[src/rtl/pipeline_ctrl.sv]
// Hazard/redirect controller for a 5-stage pipeline: stage enables, bubbles,
// PC select, a one-bit redirect-wait FSM and saturating stall/flush counters.
module pipeline_ctrl #(
  parameter int CNT_W = 16
) (
  input  logic             clk,
  input  logic             rst,
  input  logic [1:0]       ex_br_sel,
  input  logic             ex_mem_read,
  input  logic [4:0]       ex_rd,
  input  logic [4:0]       id_rs1,
  input  logic [4:0]       id_rs2,
  input  logic             id_rs1_used,
  input  logic             id_rs2_used,
  input  logic             im_ready,
  input  logic             dm_req,
  input  logic             dm_ready,
  output logic             pc_we,
  output logic             if_id_we,
  output logic             id_ex_we,
  output logic             ex_mem_we,
  output logic             if_id_flush,
  output logic             id_ex_flush,
  output logic             mem_wb_flush,
  output logic [1:0]       pc_sel,
  output logic             state,
  output logic [CNT_W-1:0] stall_cnt,
  output logic [CNT_W-1:0] flush_cnt
);

  localparam logic [0:0] RUN        = 1'b0;
  localparam logic [0:0] REDIR_WAIT = 1'b1;

  logic [0:0] cur_state, nxt_state;
  logic [1:0] pend_sel, nxt_pend;
  logic       dstall, redir, luse;

  assign dstall = dm_req & ~dm_ready;
  assign redir  = ex_br_sel != 2'b00;
  assign luse   = ex_mem_read & (ex_rd != 5'd0) &
                  ((id_rs1_used & (id_rs1 == ex_rd)) | (id_rs2_used & (id_rs2 == ex_rd)));

  assign state = cur_state;

  always_comb begin
    pc_we        = 1'b1;
    if_id_we     = 1'b1;
    id_ex_we     = 1'b1;
    ex_mem_we    = 1'b1;
    if_id_flush  = 1'b0;
    id_ex_flush  = 1'b0;
    mem_wb_flush = 1'b0;
    pc_sel       = 2'b00;
    nxt_state    = cur_state;
    nxt_pend     = pend_sel;
    if (rst) begin
      pc_we        = 1'b0;
      if_id_we     = 1'b0;
      id_ex_we     = 1'b0;
      ex_mem_we    = 1'b0;
      if_id_flush  = 1'b1;
      id_ex_flush  = 1'b1;
      mem_wb_flush = 1'b1;
      nxt_state    = RUN;
      nxt_pend     = 2'b00;
    end else if (dstall) begin
      // Memory stall freezes everything, including any redirect in EX.
      pc_we        = 1'b0;
      if_id_we     = 1'b0;
      id_ex_we     = 1'b0;
      ex_mem_we    = 1'b0;
      mem_wb_flush = 1'b1;
    end else if (cur_state == REDIR_WAIT) begin
      // A redirect seen now is ignored: EX holds a bubble while waiting.
      if_id_flush = 1'b1;
      id_ex_flush = 1'b1;
      pc_we       = im_ready;
      pc_sel      = im_ready ? pend_sel : 2'b00;
      if (im_ready) nxt_state = RUN;
    end else if (redir) begin
      if_id_flush = 1'b1;
      id_ex_flush = 1'b1;
      if (im_ready) begin
        pc_sel = ex_br_sel;
      end else begin
        pc_we     = 1'b0;
        nxt_state = REDIR_WAIT;
        nxt_pend  = ex_br_sel;
      end
    end else if (luse) begin
      pc_we       = 1'b0;
      if_id_we    = 1'b0;
      id_ex_flush = 1'b1;
    end else if (!im_ready) begin
      pc_we       = 1'b0;
      if_id_flush = 1'b1;
    end
  end

  always_ff @(posedge clk or posedge rst) begin
    if (rst) begin
      cur_state <= RUN;
      pend_sel  <= 2'b00;
      stall_cnt <= '0;
      flush_cnt <= '0;
    end else begin
      cur_state <= nxt_state;
      pend_sel  <= nxt_pend;
      if (!pc_we && stall_cnt != '1) stall_cnt <= stall_cnt + 1'b1;
      if (if_id_flush && flush_cnt != '1) flush_cnt <= flush_cnt + 1'b1;
    end
  end

endmodule

[config.mk]
export PLATFORM = sky130hd
export DESIGN_NAME = pipeline_ctrl
export DESIGN_NICKNAME = d
export VERILOG_FILES = /design/src/rtl/pipeline_ctrl.sv
export SDC_FILE = /design/constraint.sdc
export NUM_CORES = 1
export LEC_CHECK = 0
export BUFFER_PORTS_ARGS = -buffer_cell sky130_fd_sc_hd__clkbuf_2
export CAP_MARGIN = 20
export CORE_MARGIN = 8
export CORE_UTILIZATION = 40
export CTS_CLUSTER_DIAMETER = 60
export DETAILED_ROUTE_END_ITERATION = 7
export GPL_TIMING_DRIVEN = 0
export PLACE_DENSITY = 0.64
export SLEW_MARGIN = 30
export SYNTH_ARGS = -nofsm -noshare
export SYNTH_HDL_FRONTEND = slang
export SYNTH_SLANG_ARGS = --single-unit
[constraint.sdc]
create_clock -name clk -period 2.45 [get_ports clk]
set_clock_uncertainty 0.15 [all_clocks]
set_input_delay 0.1225 -clock clk [delete_from_list [all_inputs] [get_ports clk]]
set_output_delay 0.1225 -clock clk [all_outputs]
set_load 0.01 [all_outputs]
; Word-level counts from Yosys, hierarchy flattened
; Index checks and enable logic that the tools add are counted.
[totals]
input_bits = 25
wordCells = 68
out_inout_bits = 42
regBits = 35
[op_classes]
n_reduce_logical = 7
bitwise_logic = 7
n_eq_ne = 7
mux = 41
add_sub_neg = 2
[op_table]
columns = cell, count
row1 = adder 16 x 1 -> 16 bit (second input constant), 2
row2 = inequality test 16 bit (second input constant), 2
row3 = two-way mux 1 bit, 30
row4 = two-way mux 2 bit, 11
row5 = equality test 5 bit, 2
row6 = inequality test 2 bit (second input constant), 3
row7 = bitwise AND 1 bit, 5
row8 = nonzero test 5 bit, 1
row9 = AND reduction 4 bit, 1
row10 = nonzero test 2 bit, 2
row11 = logical AND 1 bit, 2
row12 = logical NOT 1 bit, 1
row13 = NOT 1 bit, 1
row14 = bitwise OR 1 bit, 1

; Longest topological paths before layout
[logic_depth]
depth_word = 11
ltp_mapped = 8
ltp_nobuf = 7

; Least setup slack after synthesis
; No wires, ideal clock.
[synth_timing]
kind = input to register
startpoint = in rst
endpoint = reg stall_cnt[8]
n_path_buf = 1
setup_time_ps = 80
setup_slack_ps = 239
stages = 8
required_ps = 2220
arrival_ps = 1981
cell_sequence = inv_1 > nand2_1 > inv_1 > a22o_2 > o21ai_4 > buf_6 > nand3_1 > xnor2_1
[synth_via]
elab_chain_cells = 3
[synth_lines]
columns = item, line_no
row1 = start: declaration, 7  ; input logic rst,
row2 = two-way mux 1 bit, 56  ; if (rst) begin
row3 = logical NOT 1 bit, 109  ; if (!pc_we && stall_cnt != '1) stall_cnt <= stall_cnt + 1'b1;
row4 = logical AND 1 bit, 109
row5 = end signal: assignment, 109
row6 = end: declaration, 27  ; output logic [CNT_W-1:0] stall_cnt,
; No other way between the ends.
; A chain may end at the register's enable or synchronous reset.

; Worst setup path after layout
[layout_timing]
startpoint = reg stall_cnt[0]
endpoint = reg stall_cnt[13]
[layout_via]
elab_chain_cells = 2
elab_cells_between_ends = 3
classes_between = add/sub (1) / eq/ne (1) / reduce/logical (1)
[layout_lines]
columns = item
row1 = branches (longest 2 deep; another with adder 16 x 1 -> 16 bit)
; Parallel ways; which one is timed is not known.

==> flow_summary.ini <==
[sta]
tightest_slew_ns = 0.402
fmax_ghz = 0.424
period_minus_slack_ns = 2.36
setup_viol = 0
drv_slew = 0
hold_viol_final = 0
tns_ns = 0
slew_headroom_pct = 73.2
final.period_utilization_pct = 96.3
hold_ws_ns = 0.0430

[final_layout]
fin_util_pct = 53.9
syn_to_final_growth_pct = 28.9
num_antenna_cells = 0
multi_input_area_sq_um = 1060
final_area_sq_um = 2560
drive_gt1_share_pct = 40.5
seq_area_sq_um = 876
fin_nets = 291
fin_cells = 331
fillers = 455

[route]
ant_nets = 0
dr.pass1.iters = 3
vias_per_cell = 4.89
wl_microns = 4780
via_count = 1617
drtIter0Drc = 46
route.detailed.wl_per_inst_microns = 14.4
route.detailed.drc = 0

[worst_hold_path]
hold_class = input pin to flop

[synth]
avgSynthCellArea_sq_um = 10.7
synth_cell_types = 44
synth_xor_area_share_pct = 17.6
synth_edf_count = 0
synth_common_cells = 35 x dfrtp_1, 21 x xnor2_1, 19 x xor2_1, 17 x nand2_1
async_reset_ff_share_pct = 100
synth_fa_ha_area_share_pct = 1.26
yosysMostFrequentCell = dfrtp_1
yosys-top-cells-area = dfrtp_1 44%, xnor2_1 9.3%, xor2_1 8.4%
synth-compound-area-share_pct = 6.42
synth_top_family_by_area = simple AND/OR/NAND/NOR gates
yosys.area_share.simple_pct = 25.4
synth_top_area_share_pct = 44.1
yosys_warnings = 0
synthCells = 185
yosysTopAreaCell = dfrtp_1
ys_seq_area_share_pct = 44.1
synth_ff_type = dfrtp_1
syn_nets = 212
syn_area_sq_um = 1990
yosys-mux-area-fraction_pct = 2.14
ys_seq_elements = 35

[worst_setup_path]
rr_worst_depth = 8
crit_arrival_ns = 2.38
cp.required_ns = 2.47
cp-end-kind = flop
cp-start-kind = flop
endpoint = stall_cnt[13]
r2r-start = stall_cnt[0]
critPathLaunch = stall_cnt[0]
crit_fanout = 10
r2r_slack_ns = 0.09
r2r_end = stall_cnt[13]
worstSetupPathType = flop to flop

[clock_tree]
numCtsBuffers = 5
cts_max_level = 2
clk_path_buf_depth = 2
insertion_delay_ns = 0.28
clk_pin_slew_worst_paths_ns = 0.07
cts_root_buf = clkbuf_8
cts_sinks = 35
cts_tree = yes

[floorplanning]
die_width_microns = 86.5
io_pins = 67
initial_core_util_pct = 41.8
die_h_microns = 86.5
num_rows = 25
dieArea_sq_um = 7480
core-area_sq_um = 4750

[placement]
port_buffers = 66
place.gp.congestion = 0.860
dp_hpwl_microns = 3670
dp_cells = 319
placed_area_sq_um = 2420

[grt]
grt_pass1_vias = 1667
antenna_found_initial = 0
grt_start_max_net_pins = 30
grt_overflow = 0
grt_pass1_wl_microns = 7890
gr-usage-all-layers_pct = 13.0

[power]
power.density_nw_per_um2 = 747
ir_worst_vdd_mv = 0.501
leakage_nw = 1.24

[status]
run_status = finished, final reports clean

[flow_run]
drv_cap = 0
==> repair_timing <==
item	CTS	global route
hold buffers	4	0
hold endpoints to repair	38	0
resized for setup	0	1
buffers inserted	0	1
setup endpoints to repair	0	3
==> where the power goes <==
group	internal, W	switching, W
clock network	0.000221	0.000202
logic	0.000289	0.000314
registers	0.000711	0.000175
==> layout make-up <==
| type | instances | area share (%) |
|---|---|---|
| flip-flops and latches | 35 | 34.2 |
| clock inverters | 1 | 0.195 |
| clock buffers | 6 | 3.22 |
| inverters | 7 | 1.03 |
| multi-input cells | 139 | 41.2 |
| well taps | 67 | 3.27 |
| repair buffers | 72 | 15.5 |
| plain buffers | 4 | 1.37 |
==> critical path, cell delays in order, from the launching register on <==
cell and delay [ns]:
dfrtp_1 0.41, ha_1 0.22, and3_4 0.19, and4_1 0.27, a211o_1 0.32, o21ai_4 0.24
buf_6 0.19, nand4_2 0.11, xnor2_1 0.14
==> cell families (layout without fill, tap and decap cells) <==
kind of cell	Yosys count	count (layout)
flip-flops	35	35
multiplexers	4	4
AO/OA/AOI/OAI	14	14
buffers and inverters	11	90
XOR/XNOR	40	40
adder cells (fa/ha/maj)	2	2
AND/OR/NAND/NOR	79	79
==> flip-flops by register name (all words and copies together) (netlist names) <==
register   flops
stall_cnt     16
state          1
flush_cnt     16
pend_sel       2
==> layout by cell type (no fill, tap or decap), drive strengths merged <==
cell / n
a22o: 1
dfrtp: 35
nand4: 8
or4: 1
nor2: 7
and3: 7
nor3: 6
inv: 7
o21ai: 5
nand2b: 3
nor4: 7
a32oi: 1
nand3: 8
a21oi: 4
a2bb2oi: 1
xnor2: 21
nor2b: 2
xor2: 19
clkinv: 1
mux2i: 2
nand2: 17
ha: 2
or3: 3
and2: 4
buf: 6
clkbuf: 72
mux2: 2
dlygate4sd3: 4
a211o: 1
and4: 6
o211ai: 1
==> stage by stage <==
stage | setup WS [ns] | total power (W)
detailed placement | 0.0872 | 0.00151
global placement | -0.240 | 0.00148
global route | -0.00173 | 0.00204
floorplan | 0.239 | 0.00124
CTS | 0.0652 | 0.00194
finish | 0.0910 | 0.00191
==> how the worst min path moves through the flow <==
stage,from,endpoint,slack [ns],cells after the start
final,dm_req,state,0.04,4
after CTS,dm_req,state,0.04,4
after global placement,rst,state,0.21,2
after floorplan,rst,pend_sel[0],0.04,1
after detailed placement,rst,pend_sel[1],-0.05,2
after global routing,dm_req,state,0.07,4
==> metal layers <==
metal  up-vias  track usage, %  share of wire, %
li1        801               -                 -
met1       765            15.9                46
met2        44            20.6                45
met3         7            3.31               6.6
met4         0            6.89               1.9
met5         -               0                 0
No activity file was read; power rests on OpenSTA's default activity.
